### config.mk
export PLATFORM = sky130hd
export DESIGN_NAME = tk_dr_sync_rx
export DESIGN_NICKNAME = d
export VERILOG_FILES = /design/src/rtl/tk_dr_sync_rx.sv
export SDC_FILE = /design/constraint.sdc
export NUM_CORES = 1
export LEC_CHECK = 0
export ABC_AREA = 1
export CAP_MARGIN = 20
export CORE_MARGIN = 2
export CORE_UTILIZATION = 40
export DETAILED_ROUTE_END_ITERATION = 6
export HOLD_SLACK_MARGIN = 0.08
export SYNTH_ARGS = -nofsm -noshare
export SYNTH_HDL_FRONTEND = slang
export SYNTH_SLANG_ARGS = --single-unit
### constraint.sdc
create_clock -name clk -period 2.5 [get_ports clk]
set_clock_uncertainty 0.2 [all_clocks]
set_input_delay 0.375 -clock clk [delete_from_list [all_inputs] [get_ports clk]]
set_output_delay 0.375 -clock clk [all_outputs]
set_load 0.1 [all_outputs]
### src/rtl/tk_dr_sync_rx.sv
// Teak dual-rail 4-phase push receiver: per-rail synchronisers, completion/spacer
// detection, registered acknowledge and a small circular FIFO on a valid/ready stream.
module tk_dr_sync_rx #(
  parameter int WIDTH       = 8,
  parameter int DEPTH       = 4,
  parameter int SYNC_STAGES = 2
) (
  input  logic                       clk,
  input  logic                       reset_n,
  input  logic [WIDTH-1:0]           i_0r0,
  input  logic [WIDTH-1:0]           i_0r1,
  output logic                       i_0a,
  output logic                       o_valid,
  output logic [WIDTH-1:0]           o_data,
  input  logic                       o_ready,
  output logic [$clog2(DEPTH):0]     o_level,
  output logic                       err
);

  localparam int AW = $clog2(DEPTH);
  localparam int LW = AW + 1;

  typedef enum logic {ST_IDLE, ST_ACK} state_t;

  // Output stream handshake: a word transfers on every rising edge where
  // o_valid and o_ready are both high; o_data is held while o_valid & !o_ready.

  logic [WIDTH-1:0] r0_sync_q [SYNC_STAGES];
  logic [WIDTH-1:0] r0_sync_d [SYNC_STAGES];
  logic [WIDTH-1:0] r1_sync_q [SYNC_STAGES];
  logic [WIDTH-1:0] r1_sync_d [SYNC_STAGES];
  logic [WIDTH-1:0] mem_q     [DEPTH];
  logic [WIDTH-1:0] mem_d     [DEPTH];

  state_t          state_q, state_d;
  logic            ack_q, ack_d;
  logic            err_q, err_d;
  logic [AW-1:0]   wr_ptr_q, wr_ptr_d;
  logic [AW-1:0]   rd_ptr_q, rd_ptr_d;
  logic [LW-1:0]   level_q, level_d;

  logic [WIDTH-1:0] r0s, r1s;
  logic             complete, spacer, illegal, full, push, pop;

  always_comb begin
    r0_sync_d[0] = i_0r0;
    r1_sync_d[0] = i_0r1;
    for (int s = 1; s < SYNC_STAGES; s++) begin
      r0_sync_d[s] = r0_sync_q[s-1];
      r1_sync_d[s] = r1_sync_q[s-1];
    end
  end

  assign r0s      = r0_sync_q[SYNC_STAGES-1];
  assign r1s      = r1_sync_q[SYNC_STAGES-1];
  assign complete = &(r0s ^ r1s);
  assign spacer   = ~|(r0s | r1s);
  assign illegal  = |(r0s & r1s);
  // Full uses the registered level, so a same-cycle pop never frees a slot early.
  assign full     = (level_q == LW'(DEPTH));
  assign pop      = (level_q != '0) && o_ready;

  always_comb begin
    state_d = state_q;
    push    = 1'b0;
    case (state_q)
      ST_IDLE: begin
        if (complete && !full) begin
          push    = 1'b1;
          state_d = ST_ACK;
        end
      end
      ST_ACK: begin
        if (spacer) state_d = ST_IDLE;
      end
      default: state_d = ST_IDLE;
    endcase
    ack_d = (state_d == ST_ACK);
  end

  always_comb begin
    mem_d    = mem_q;
    wr_ptr_d = wr_ptr_q;
    rd_ptr_d = rd_ptr_q;
    level_d  = level_q;
    err_d    = err_q | illegal;
    if (push) begin
      mem_d[wr_ptr_q] = r1s;
      wr_ptr_d        = wr_ptr_q + AW'(1);
    end
    if (pop) rd_ptr_d = rd_ptr_q + AW'(1);
    case ({push, pop})
      2'b10:   level_d = level_q + LW'(1);
      2'b01:   level_d = level_q - LW'(1);
      default: level_d = level_q;
    endcase
  end

  always_ff @(posedge clk) begin
    if (!reset_n) begin
      for (int s = 0; s < SYNC_STAGES; s++) begin
        r0_sync_q[s] <= '0;
        r1_sync_q[s] <= '0;
      end
      state_q  <= ST_IDLE;
      ack_q    <= 1'b0;
      err_q    <= 1'b0;
      wr_ptr_q <= '0;
      rd_ptr_q <= '0;
      level_q  <= '0;
    end else begin
      r0_sync_q <= r0_sync_d;
      r1_sync_q <= r1_sync_d;
      state_q   <= state_d;
      ack_q     <= ack_d;
      err_q     <= err_d;
      wr_ptr_q  <= wr_ptr_d;
      rd_ptr_q  <= rd_ptr_d;
      level_q   <= level_d;
    end
  end

  // Storage carries no reset; only the pointers and level define validity.
  always_ff @(posedge clk) begin
    mem_q <= mem_d;
  end

  assign i_0a    = ack_q;
  assign o_valid = (level_q != '0);
  assign o_data  = mem_q[rd_ptr_q];
  assign o_level = level_q;
  assign err     = err_q | illegal;

endmodule

==> results.md, run 1 <==
| Parameter | Value | Unit |
|---|---|---|
| Die span in y | 90.4 | um |
| CP endpoint kind | flip-flop | - |
| Final ANT Viol Nets | 0 | - |
| Clock root cell | sky130_fd_sc_hd__clkbuf_8 | - |
| Fraction of layout instances using a drive strength above 1 | 22.4 | % |
| Core region area | 0.00725 | mm^2 |
| All-Layer GR Usage | 13.1 | % |
| Sequential standard cell area | 0.00181 | mm^2 |
| Critical path type | reg -> reg | - |
| Number of remaining DRC errors | 0 | - |
| Number of buffers added by the clock tree synthesis step | 9 | - |
| Max-slew violations | 0 | - |
| Fill cell total of the finished layout | 663 | - |
| Crit share post-route | 91.1 | % |
| Number of setup violations in the final report | 0 | - |
| Power per standard cell area | 634 | mW/mm^2 |
| Total number of vias | 1872 | - |
| H-tree levels | 3 | - |
| Total negative slack for setup checks | 0 | ps |
| Final HPWL from detailed placement | 3.53 | mm |
| Area of the multi-input gates | 941 | um^2 |
| Setup slack after layout | 223 | ps |
| Cell area after layout | 0.00385 | mm^2 |
| Slew at the pin with the worst max-slew slack | 532 | ps |
| Required time of the worst setup path | 2530 | ps |
| Leakage Power | 1.80 | nW |
| Clock buffer depth | 2 | - |
| Critical-path maximum fanout | 6 | - |
| Standard-cell row count | 31 | - |
| Initial drt markers | 77 | - |
| Synth-to-Final Area Change | 29.2 | % |
| Headroom to the max-slew limit | 64.5 | % |
| Clock insertion delay at the later pin of the skew report | 330 | ps |
| Post-layout util | 53.1 | % |
| Post-synth net total | 341 | - |
| Count of state elements after synthesis | 73 | - |
| Min Clock Period, post-route | 2280 | ps |
| Worst setup SP type | flip-flop | - |
| DR WL/cell | 10.9 | um |
| Max IR drop VDD | 0.385 | mV |
| Synthesized cell area | 0.00298 | mm^2 |
| Placed instance area | 0.00358 | mm^2 |
| Placement-stage worst setup slack | 90.2 | ps |
| Horiz. Die Dim | 90.4 | um |
| RD Place Congestion | 0.795 | - |
| CTS sink count | 73 | - |
| Hold_buf cts | 0 | - |
| Series of cell instances along the critical path | inv_1 > ha_1 > nand3_1 > inv_1 > nand2_2 > nor2_4 > inv_4 > ha_2 > inv_1 > fa_2 > nand2_1 > nand3_1 > o21ai_0 > a21oi_1 | - |
| Vias in the first global route | 1802 | - |
| CTS tree | built | - |
| Hold/Removal Path Class | reg -> reg | - |
| Number of antenna violations at the first check in global routing | 0 | - |
| Wire length of the first global-routing pass | 8.23 | mm |
| Average via count per standard cell | 4.14 | - |
| Synth Area per Inst | 9.95 | um^2 |
| Count of port buffers added during placement | 32 | - |
| Achievable frequency | 0.439 | GHz |
| Layout Nets | 389 | - |
| Count of different cell masters after synthesis | 23 | - |
| Setup repair after global routing missed its margin | false | - |
| Final hold vios | 0 | - |
| Result of the run | complete, no violations | - |
| CP max stage cell | sky130_fd_sc_hd__dfxtp_4 | - |
| Clock-pin slew of the registers on the worst-case setup and hold paths | 70 | ps |
| Starting density of the core | 41.1 | % |
| Diodes inserted | 0 | - |
| Final wirelength | 4.91 | mm |
| Maximum number of pins on one net before global-route repair | 18 | - |
| Max Cap Viol | 0 | - |
| Cell seen most often among critical-path stages | sky130_fd_sc_hd__inv_1 | - |
| Synthesized instance count | 300 | - |
| Slowest Stage Delay on Critical Path | 370 | ps |
| Die area | 0.00817 | mm^2 |
| I/O pin count | 33 | - |
| Total congestion overflow after global routing | 0 | - |
| Share of synthesized area occupied by flip-flops and latches | 59.7 | % |
| Warning count from the yosys run | 0 | - |
| TritonRoute pass-1 iters | 4 | - |
| Critical path data arrival time | 2300 | ps |
==> final cells by class <==
type / count / share of cell area, %
clock inverter: 4 / 1.88
tap: 99 / 3.21
inverter: 70 / 6.95
multi-input combinational: 150 / 24.4
timing repair buffer: 44 / 12.3
clock buffer: 12 / 4.32
sequential: 73 / 46.9
==> cell usage after synthesis <==
library cell / instances / share of area [%]
sky130_fd_sc_hd__nand3_2: 1 / 0.34
sky130_fd_sc_hd__dfxtp_1: 41 / 28
sky130_fd_sc_hd__nand3_1: 4 / 0.67
sky130_fd_sc_hd__nor3_1: 2 / 0.34
sky130_fd_sc_hd__buf_6: 3 / 1.1
sky130_fd_sc_hd__buf_2: 4 / 0.67
sky130_fd_sc_hd__a21oi_1: 5 / 0.84
sky130_fd_sc_hd__o21ai_1: 1 / 0.17
sky130_fd_sc_hd__nor2_1: 26 / 3.3
sky130_fd_sc_hd__nor2_2: 6 / 1.3
sky130_fd_sc_hd__and2_1: 1 / 0.21
sky130_fd_sc_hd__inv_4: 2 / 0.42
sky130_fd_sc_hd__fa_1: 1 / 0.67
sky130_fd_sc_hd__a21oi_4: 1 / 0.55
sky130_fd_sc_hd__nand2_2: 5 / 1.0
sky130_fd_sc_hd__nand4_1: 1 / 0.21
sky130_fd_sc_hd__nor2_4: 1 / 0.38
sky130_fd_sc_hd__o22ai_1: 8 / 1.7
sky130_fd_sc_hd__o21ai_0: 19 / 3.2
sky130_fd_sc_hd__inv_1: 68 / 8.6
sky130_fd_sc_hd__nand2_1: 47 / 5.9
sky130_fd_sc_hd__ha_1: 21 / 8.8
sky130_fd_sc_hd__edfxtp_1: 32 / 32
==> flip-flops by register name (all words and copies together), names as in the netlist <==
| signal | cells |
|---|---|
| mem_q | 32 |
| r0_sync_d | 8 |
| r0s | 8 |
| r1_sync_d | 8 |
| r1s | 8 |
| o_level | 3 |
| rd_ptr_q | 2 |
| wr_ptr_q | 2 |
| err_q | 1 |
| i_0a | 1 |
==> worst paths after layout <==
path                           startpoint                      end  slack, ps  depth (start not counted)
hold reg to reg   r0_sync_d[5]$_SDFF_PN0_        r0s[5]$_SDFF_PN0_        210                          2
setup reg to reg        r1s[5]$_SDFF_PN0_  o_level[2]$_SDFFE_PN0P_        220                         14
hold / removal    r0_sync_d[5]$_SDFF_PN0_        r0s[5]$_SDFF_PN0_        210                          2
setup / recovery        r1s[5]$_SDFF_PN0_  o_level[2]$_SDFFE_PN0P_        220                         14
==> critical path, delay by kind of cell (launching register included) <==
family                   cells  cell delay, ps
adder cells (fa/ha/maj)      3             780
AND/OR/NAND/NOR              5             370
flip-flops                   1             370
buffers and inverters        4             240
AO/OA/AOI/OAI                2             190
==> where the power goes <==
group          switching (mW)  total, mW  internal [mW]  leakage, nW
Combinational          0.0620      0.115         0.0528         1.02
Clock                   0.403       1.05          0.649        0.119
Sequential             0.0121       1.28           1.26        0.661
==> cells in the final DEF (no fill, tap or decap) <==
| cell type | Yosys | routed |
|---|---|---|
| sky130_fd_sc_hd__clkinv_4 | 0 | 1 |
| sky130_fd_sc_hd__and2_1 | 1 | 1 |
| sky130_fd_sc_hd__nor2_2 | 6 | 6 |
| sky130_fd_sc_hd__nand3_1 | 4 | 4 |
| sky130_fd_sc_hd__inv_1 | 68 | 68 |
| sky130_fd_sc_hd__nand3_2 | 1 | 1 |
| sky130_fd_sc_hd__clkbuf_8 | 0 | 10 |
| sky130_fd_sc_hd__clkbuf_1 | 0 | 1 |
| sky130_fd_sc_hd__dfxtp_2 | 0 | 9 |
| sky130_fd_sc_hd__ha_1 | 21 | 20 |
| sky130_fd_sc_hd__o22ai_2 | 0 | 8 |
| sky130_fd_sc_hd__nor2_1 | 26 | 26 |
| sky130_fd_sc_hd__buf_4 | 0 | 18 |
| sky130_fd_sc_hd__clkbuf_16 | 0 | 1 |
| sky130_fd_sc_hd__o21ai_0 | 19 | 19 |
| sky130_fd_sc_hd__clkinv_1 | 0 | 1 |
| sky130_fd_sc_hd__nand2_1 | 47 | 47 |
| sky130_fd_sc_hd__bufinv_16 | 0 | 2 |
| sky130_fd_sc_hd__nor2_4 | 1 | 1 |
| sky130_fd_sc_hd__nand2_2 | 5 | 4 |
| sky130_fd_sc_hd__fa_2 | 0 | 1 |
| sky130_fd_sc_hd__o21ai_1 | 1 | 1 |
| sky130_fd_sc_hd__a21oi_1 | 5 | 5 |
| sky130_fd_sc_hd__dfxtp_1 | 41 | 28 |
| sky130_fd_sc_hd__buf_12 | 0 | 8 |
| sky130_fd_sc_hd__a21oi_4 | 1 | 1 |
| sky130_fd_sc_hd__nand2_4 | 0 | 1 |
| sky130_fd_sc_hd__nand4_1 | 1 | 1 |
| sky130_fd_sc_hd__inv_4 | 2 | 2 |
| sky130_fd_sc_hd__dfxtp_4 | 0 | 4 |
| sky130_fd_sc_hd__edfxtp_1 | 32 | 32 |
| sky130_fd_sc_hd__clkdlybuf4s50_1 | 0 | 18 |
| sky130_fd_sc_hd__nor3_1 | 2 | 2 |
| sky130_fd_sc_hd__ha_2 | 0 | 1 |
==> kinds of logic (layout without fill, tap and decap cells) <==
family	Yosys count	in the layout	synth area share, %
AO/OA/AOI/OAI	34	34	6.41
adder cells (fa/ha/maj)	22	22	9.48
buffers and inverters	77	130	10.8
flip-flops	73	73	59.7
AND/OR/NAND/NOR	94	94	13.6
==> per-layer routing <==
| metal | GRT usage [%] | part of all wire (%) | vias to the layer above |
|---|---|---|---|
| met4 | 7.69 | 2.3 | 0 |
| met1 | 15.9 | 47 | 812 |
| met3 | 2.84 | 3.1 | 8 |
| met5 | 0 | 0 | - |
| met2 | 21.6 | 48 | 31 |
| li1 | - | - | 1021 |
==> through the flow <==
step	instances	hold WS, ps	power, mW
final	452	209	2.44
after global routing	452	234	2.56
after CTS	451	213	2.48
after detailed placement	435	197	1.42
after global placement	435	196	1.42
after floorplan	300	190	1.37
==> repair_timing <==
action | in CTS | in global routing
gates resized for setup | 0 | 16
endpoints found under the setup margin | 0 | 1
setup buffers | 0 | 1
hold endpoints to repair | 0 | 0
Power figures use the tool's default switching activity.
==> run 2, diff against run 1 <==
--- a/config.mk
+++ b/config.mk
@@ -11,6 +11,7 @@
 export CORE_UTILIZATION = 40
 export DETAILED_ROUTE_END_ITERATION = 6
 export HOLD_SLACK_MARGIN = 0.08
+export RECOVER_POWER = 100
 export SYNTH_ARGS = -nofsm -noshare
 export SYNTH_HDL_FRONTEND = slang
 export SYNTH_SLANG_ARGS = --single-unit
==> results.md, run 2 (synthesized netlist as in run 1, its figures left out) <==
| Parameter | Value | Unit | Delta |
|---|---|---|---|
| Result of the run | complete, no violations | - | unchanged |
| Number of remaining DRC errors | 0 | - | unchanged |
| Commonest cells after routing, fill and taps aside | 68 x sky130_fd_sc_hd__inv_1, 47 x sky130_fd_sc_hd__nand2_1, 32 x sky130_fd_sc_hd__edfxtp_1 | - | unchanged |
| DR WL/cell | 10.9 | um | about the same |
| Starting density of the core | 41.1 | % | unchanged |
| RD Place Congestion | 0.795 | - | unchanged |
| Max Cap Viol | 0 | - | unchanged |
| Fill cell total of the finished layout | 696 | - | was 663 |
| CTS tree | built | - | unchanged |
| H-tree levels | 3 | - | unchanged |
| Slew at the pin with the worst max-slew slack | 1160 | ps | was 532 ps |
| Fraction of layout instances using a drive strength above 1 | 17.0 | % | was 22.4% |
| Final ANT Viol Nets | 0 | - | unchanged |
| Clock root cell | sky130_fd_sc_hd__clkbuf_8 | - | unchanged |
| Critical-path maximum fanout | 14 | - | was 6 |
| I/O pin count | 33 | - | unchanged |
| Worst setup SP type | flip-flop | - | unchanged |
| CP max stage cell | sky130_fd_sc_hd__dfxtp_1 | - | was sky130_fd_sc_hd__dfxtp_4 |
| Critical path type | reg -> out | - | was reg -> reg |
| Standard-cell row count | 31 | - | unchanged |
| CTS sink count | 73 | - | unchanged |
| Setup repair after global routing missed its margin | false | - | unchanged |
| Die span in y | 90.4 | um | unchanged |
| Final HPWL from detailed placement | 3.53 | mm | unchanged |
| Most common cell after layout, fill and taps aside | sky130_fd_sc_hd__inv_1 | - | unchanged |
| Clock-pin slew of the registers on the worst-case setup and hold paths | 70 | ps | about the same |
| Overall power of the completed layout | 2.44 | mW | about the same |
| Clock buffer depth | 2 | - | unchanged |
| Initial drt markers | 75 | - | was 77 |
| Post-placement cell count | 435 | - | unchanged |
| Number of buffers added by the clock tree synthesis step | 9 | - | unchanged |
| Power share of the combinational group | 4.6 | % | was 4.7% |
| CP endpoint kind | primary output | - | was flip-flop |
| Area of the multi-input gates | 912 | um^2 | was 941 um^2 |
| Internal power | 1.96 | mW | was 1.97 mW |
| Reported net switching power | 0.475 | mW | was 0.477 mW |
| Clock insertion delay at the later pin of the skew report | 330 | ps | about the same |
| Core region area | 0.00725 | mm^2 | unchanged |
| Critical path data arrival time | 1750 | ps | was 2300 ps |
| Headroom to the max-slew limit | 23.0 | % | was 64.5% |
| Power per standard cell area | 654 | mW/mm^2 | was 634 mW/mm^2 |
| Max-slew violations | 0 | - | unchanged |
| Average via count per standard cell | 4.15 | - | was 4.14 |
| Layout Nets | 389 | - | unchanged |
| Min Clock Period, post-route | 2320 | ps | was 2280 ps |
| All-Layer GR Usage | 13.1 | % | unchanged |
| Register bank with the most flops | mem_q | - | unchanged |
| Die area | 0.00817 | mm^2 | unchanged |
| Final hold vios | 0 | - | unchanged |
| Placed instance area | 0.00358 | mm^2 | unchanged |
| CP bufs+invs | 2 | - | was 4 |
| Crit share post-route | 92.9 | % | was 91.1% |
| Max IR drop VDD | 0.385 | mV | about the same |
| Final hold slack | 209 | ps | about the same |
| TritonRoute pass-1 iters | 4 | - | unchanged |
| Number of flip-flops under the largest register name | 32 | - | unchanged |
| Slowest Stage Delay on Critical Path | 450 | ps | was 370 ps |
| Total number of vias | 1876 | - | was 1872 |
| Wire length of the first global-routing pass | 8.23 | mm | unchanged |
| Synth-to-Final Area Change | 24.8 | % | was 29.2% |
| Series of cell instances along the critical path | buf_4 > o21ai_0 > o22ai_2 > buf_2 | - | was inv_1 > ha_1 > nand3_1 > inv_1 > nand2_2 > nor2_4 > inv_4 > ha_2 > inv_1 > fa_2 > nand2_1 > nand3_1 > o21ai_0 > a21oi_1 |
| Required time of the worst setup path | 1920 | ps | was 2530 ps |
| Cell area after layout | 0.00372 | mm^2 | was 0.00385 mm^2 |
| Vias in the first global route | 1802 | - | unchanged |
| Number of setup violations in the final report | 0 | - | unchanged |
| Clock network power share | 43.1 | % | was 43.0% |
| Leakage Power | 1.73 | nW | was 1.80 nW |
| Final wirelength | 4.93 | mm | was 4.91 mm |
| Count of port buffers added during placement | 32 | - | unchanged |
| Horiz. Die Dim | 90.4 | um | unchanged |
| Sequential standard cell area | 0.00181 | mm^2 | unchanged |
| Number of antenna violations at the first check in global routing | 0 | - | unchanged |
| Final standard cell count with taps included and fillers excluded | 452 | - | unchanged |
| Total congestion overflow after global routing | 0 | - | unchanged |
| Fraction of power spent switching nets | 19.5 | % | about the same |
| Hold/Removal Path Class | reg -> reg | - | unchanged |
| Maximum number of pins on one net before global-route repair | 18 | - | unchanged |
| Proportion of power drawn by flip-flops and latches | 52.4 | % | was 52.3% |
| Diodes inserted | 0 | - | unchanged |
| Total negative slack for setup checks | 0 | ps | unchanged |
| Achievable frequency | 0.430 | GHz | was 0.439 GHz |
| Crit path max-delay family | buffers and inverters | - | was adder cells |
-- run 2: layer usage --
layer	share of wire, %	GRT usage, %	wire length (um)
met1	48	15.9	2370
met5	0	0	0
met4	2.3	7.69	111
met2	47	21.6	2310
met3	2.9	2.84	145
-- run 2: metrics by stage --
step	worst slack (ps)	utilization, %
after floorplan	-141	-
after global placement	155	49.4
after detailed placement	90.2	49.4
after CTS	91.3	52.7
after global routing	55.7	51.3
final	177	51.3
-- run 2: worst reg2reg max path, stage by stage (launching register included) --
cell	delay (ps)
sky130_fd_sc_hd__dfxtp_4	370
sky130_fd_sc_hd__inv_1	40
sky130_fd_sc_hd__ha_1	270
sky130_fd_sc_hd__nand3_1	100
sky130_fd_sc_hd__inv_1	60
sky130_fd_sc_hd__nand2_2	70
sky130_fd_sc_hd__nor2_4	50
sky130_fd_sc_hd__inv_4	70
sky130_fd_sc_hd__ha_2	180
sky130_fd_sc_hd__inv_1	60
sky130_fd_sc_hd__fa_2	330
sky130_fd_sc_hd__nand2_1	70
sky130_fd_sc_hd__nand3_1	80
sky130_fd_sc_hd__o21ai_0	140
sky130_fd_sc_hd__a21oi_1	50
-- run 2: timing repair --
action / CTS / global route
resized for setup: 0 / 16
setup buffers: 0 / 1
hold buffers: 0 / 0
endpoints found under the setup margin: 0 / 1
-- run 2: worst paths after layout --
path | from | to | slack [ps] | cells after the start
min | r1_sync_d[2]$_SDFF_PN0_ | r1s[2]$_SDFF_PN0_ | 210 | 2
max reg2reg | r1s[5]$_SDFF_PN0_ | o_level[2]$_SDFFE_PN0P_ | 250 | 14
min reg2reg | r1_sync_d[2]$_SDFF_PN0_ | r1s[2]$_SDFF_PN0_ | 210 | 2
max | rd_ptr_q[0]$_SDFFE_PN0P_ | o_data[0] | 180 | 4
-- run 2: power by group through the flow --
stage               combinational (mW)  sequential, mW  clock, mW
global route                     0.127            1.28       1.15
CTS                              0.117            1.28       1.09
floorplan                       0.0660            1.30          0
global placement                 0.115            1.30          0
finish                           0.111            1.28       1.05
detailed placement               0.116            1.30          0
-- run 2: cell type report --
type	instances	area share, %
clock inverter	4	1.95
sequential	73	48.6
timing repair buffer	44	10.0
clock buffer	12	4.47
tap	99	3.33
multi-input combinational	150	24.5
inverter	70	7.19
==> run 3, diff against run 2 <==
--- a/config.mk
+++ b/config.mk
@@ -7,10 +7,10 @@
 export LEC_CHECK = 0
 export ABC_AREA = 1
 export CAP_MARGIN = 20
-export CORE_MARGIN = 2
 export CORE_UTILIZATION = 40
 export DETAILED_ROUTE_END_ITERATION = 6
 export HOLD_SLACK_MARGIN = 0.08
+export PLACE_DENSITY = 0.64
 export RECOVER_POWER = 100
 export SYNTH_ARGS = -nofsm -noshare
 export SYNTH_HDL_FRONTEND = slang
==> results.md, run 3 (synthesized netlist as in run 1, its figures left out) <==
| Parameter | Value | Unit | Delta |
|---|---|---|---|
| Crit path max-delay family | adder cells | - | was buffers and inverters |
| Fraction of power spent switching nets | 22.0 | % | was 19.5% |
| Final wirelength | 5.17 | mm | was 4.93 mm |
| Register bank with the most flops | mem_q | - | unchanged |
| Count of cells along the worst hold path | 2 | - | unchanged |
| Total number of vias | 1970 | - | was 1876 |
| Critical-path maximum fanout | 6 | - | was 14 |
| Max IR drop VDD | 0.372 | mV | was 0.385 mV |
| Crit share post-route | 93.4 | % | was 92.9% |
| RD Place Congestion | 0.727 | - | was 0.795 |
| Power per standard cell area | 593 | mW/mm^2 | was 654 mW/mm^2 |
| Max Cap Viol | 0 | - | unchanged |
| Leakage Power | 1.71 | nW | was 1.73 nW |
| Post-layout util | 50.9 | % | was 51.3% |
| Post-placement cell count | 436 | - | was 435 |
| Power share of the combinational group | 5.2 | % | was 4.6% |
| Headroom to the max-slew limit | 22.9 | % | was 23.0% |
| Most common cell after layout, fill and taps aside | sky130_fd_sc_hd__inv_1 | - | unchanged |
| Final hold slack | 212 | ps | was 209 ps |
| CTS tree | built | - | unchanged |
| Final HPWL from detailed placement | 3.70 | mm | was 3.53 mm |
| Hold path endpoint | r1s[2]$_SDFF_PN0_ | - | unchanged |
| Internal power | 1.70 | mW | was 1.96 mW |
| Horiz. Die Dim | 88.4 | um | was 90.4 um |
| Reported net switching power | 0.479 | mW | was 0.475 mW |
| Critical register-to-register path startpoint | r1s[5]$_SDFF_PN0_ | - | unchanged |
| Synth-to-Final Area Change | 23.0 | % | was 24.8% |
| Series of cell instances along the critical path | inv_1 > ha_1 > nand3_1 > inv_1 > nand2_2 > nor2_4 > inv_4 > ha_2 > inv_1 > fa_1 > inv_1 > nand2_1 > nand3_1 > o21ai_0 > a21oi_1 | - | was buf_4 > o21ai_0 > o22ai_2 > buf_2 |
| Final hold vios | 0 | - | unchanged |
| Clock root cell | sky130_fd_sc_hd__clkbuf_8 | - | unchanged |
| Maximum number of pins on one net before global-route repair | 19 | - | was 18 |
| Worst reg-to-reg setup slack | 160 | ps | was 250 ps |
| Overall power of the completed layout | 2.18 | mW | was 2.44 mW |
| Average via count per standard cell | 4.34 | - | was 4.15 |
| Slowest Stage Delay on Critical Path | 380 | ps | was 450 ps |
| Slew at the pin with the worst max-slew slack | 1160 | ps | about the same |
| Number of antenna violations at the first check in global routing | 0 | - | unchanged |
| Clock buffer depth | 2 | - | unchanged |
| Hold_buf cts | 0 | - | unchanged |
| Critical path type | reg -> reg | - | was reg -> out |
| Diodes inserted | 0 | - | unchanged |
| Area of the multi-input gates | 915 | um^2 | was 912 um^2 |
| Cell seen most often among critical-path stages | sky130_fd_sc_hd__inv_1 | - |  |
| Wire length of the first global-routing pass | 8.40 | mm | was 8.23 mm |
| Layout Nets | 391 | - | was 389 |
| Critical path data arrival time | 2400 | ps | was 1750 ps |
| H-tree levels | 3 | - | unchanged |
| Number of buffers added by the clock tree synthesis step | 9 | - | unchanged |
| Fraction of layout instances using a drive strength above 1 | 16.6 | % | was 17.0% |
| Sequential standard cell area | 0.00180 | mm^2 | was 0.00181 mm^2 |
| Critical Path Stages | 15 | - | was 4 |
| Standard-cell row count | 31 | - | unchanged |
| DR WL/cell | 11.4 | um | was 10.9 um |
| Number of setup violations in the final report | 0 | - | unchanged |
| Achievable frequency | 0.428 | GHz | was 0.430 GHz |
| Hold/Removal Path Class | reg -> reg | - | unchanged |
| Setup repair after global routing missed its margin | false | - | unchanged |
| Required time of the worst setup path | 2560 | ps | was 1920 ps |
| Worst reg2reg path endpoint | o_level[2]$_SDFFE_PN0P_ | - | unchanged |
| Vias in the first global route | 1861 | - | was 1802 |
| Final standard cell count with taps included and fillers excluded | 454 | - | was 452 |
| I/O pin count | 33 | - | unchanged |
| Fill cell total of the finished layout | 705 | - | was 696 |
| Commonest cells after routing, fill and taps aside | 68 x sky130_fd_sc_hd__inv_1, 47 x sky130_fd_sc_hd__nand2_1, 34 x sky130_fd_sc_hd__dfxtp_1 | - | was 68 x sky130_fd_sc_hd__inv_1, 47 x sky130_fd_sc_hd__nand2_1, 32 x sky130_fd_sc_hd__edfxtp_1 |
| CP endpoint kind | flip-flop | - | was primary output |
| Count of port buffers added during placement | 32 | - | unchanged |
| Starting density of the core | 41.4 | % | was 41.1% |
| Initial drt markers | 91 | - | was 75 |
| CP max stage cell | sky130_fd_sc_hd__dfxtp_2 | - | was sky130_fd_sc_hd__dfxtp_1 |
| Clock-pin slew of the registers on the worst-case setup and hold paths | 80 | ps | was 70 ps |
| Total congestion overflow after global routing | 0 | - | unchanged |
| Die span in y | 88.4 | um | was 90.4 um |
| Startpoint of the most critical hold path | r1_sync_d[2]$_SDFF_PN0_ | - | unchanged |
| Worst setup SP type | flip-flop | - | unchanged |
| Cell area after layout | 0.00367 | mm^2 | was 0.00372 mm^2 |
| Reg2Reg Depth | 15 | - | was 14 |
| Proportion of power drawn by flip-flops and latches | 58.6 | % | was 52.4% |
| Die area | 0.00781 | mm^2 | was 0.00817 mm^2 |
| Clock network power share | 36.2 | % | was 43.1% |
| Placed instance area | 0.00359 | mm^2 | was 0.00358 mm^2 |
| Number of remaining DRC errors | 0 | - | unchanged |
| TritonRoute pass-1 iters | 4 | - | unchanged |
| CP bufs+invs | 5 | - | was 2 |
| Number of flip-flops under the largest register name | 32 | - | unchanged |
| Min Clock Period, post-route | 2340 | ps | was 2320 ps |
| Result of the run | complete, no violations | - | unchanged |
| Clock insertion delay at the later pin of the skew report | 330 | ps | about the same |
| Core region area | 0.00721 | mm^2 | was 0.00725 mm^2 |
| Final ANT Viol Nets | 0 | - | unchanged |
| All-Layer GR Usage | 14.7 | % | was 13.1% |
| Max-slew violations | 0 | - | unchanged |
| CTS sink count | 73 | - | unchanged |
run 3: what timing repair did:
item,in CTS,in global routing
setup buffers,0,2
gates resized for setup,0,8
endpoints found under the setup margin,0,1
run 3: how the worst max path moves through the flow:
stage	slack, ps	from	to
6_report	160	r1s[5]$_SDFF_PN0_	o_level[2]$_SDFFE_PN0P_
5_1_grt	6	r0s[4]$_SDFF_PN0_	o_level[2]$_SDFFE_PN0P_
4_1_cts	80	r1s[5]$_SDFF_PN0_	o_level[2]$_SDFFE_PN0P_
3_5_place_dp	80	r1s[5]$_SDFF_PN0_	o_level[2]$_SDFFE_PN0P_
3_3_place_gp	150	r1s[5]$_SDFF_PN0_	o_level[2]$_SDFFE_PN0P_
2_1_floorplan	-140	i_0a$_SDFF_PN0_	o_level[2]$_SDFFE_PN0P_
run 3: final cells by class:
cell class	instances	area share [%]
multi-input combinational	150	24.9
timing repair buffer	46	10.9
sequential	73	48.9
inverter	70	7.23
clock inverter	5	0.852
clock buffer	11	3.85
tap	99	3.37
run 3: power by group through the flow:
stage                     logic (mW)  clock network [mW]  registers (mW)
after floorplan               0.0660                   0            1.30
after global placement         0.118                   0            1.30
after detailed placement       0.120                   0            1.30
after CTS                      0.120               0.813            1.28
after global routing           0.129               0.860            1.28
final                          0.114               0.787            1.28
run 3: worst register-to-register path, delay by kind of cell, from the launching register on:
family                   cells  cell delay [ps]
AO/OA/AOI/OAI                2              220
adder cells (fa/ha/maj)      3              820
buffers and inverters        5              320
flip-flops                   1              380
AND/OR/NAND/NOR              5              350
run 3: through the flow:
stage	setup slack (ps)	TNS, ps
after floorplan	-141	-141
after CTS	77.5	0
after global placement	151	0
final	165	0
after global routing	6.38	0
after detailed placement	79.4	0
run 3: layer usage:
metal | track usage, % | vias to the layer above | share of wire, %
met5 | 0 | - | 0
met4 | 7.48 | 0 | 1.3
met3 | 3.92 | 6 | 3.7
met2 | 24.1 | 48 | 49
met1 | 18.0 | 894 | 46
li1 | - | 1022 | -
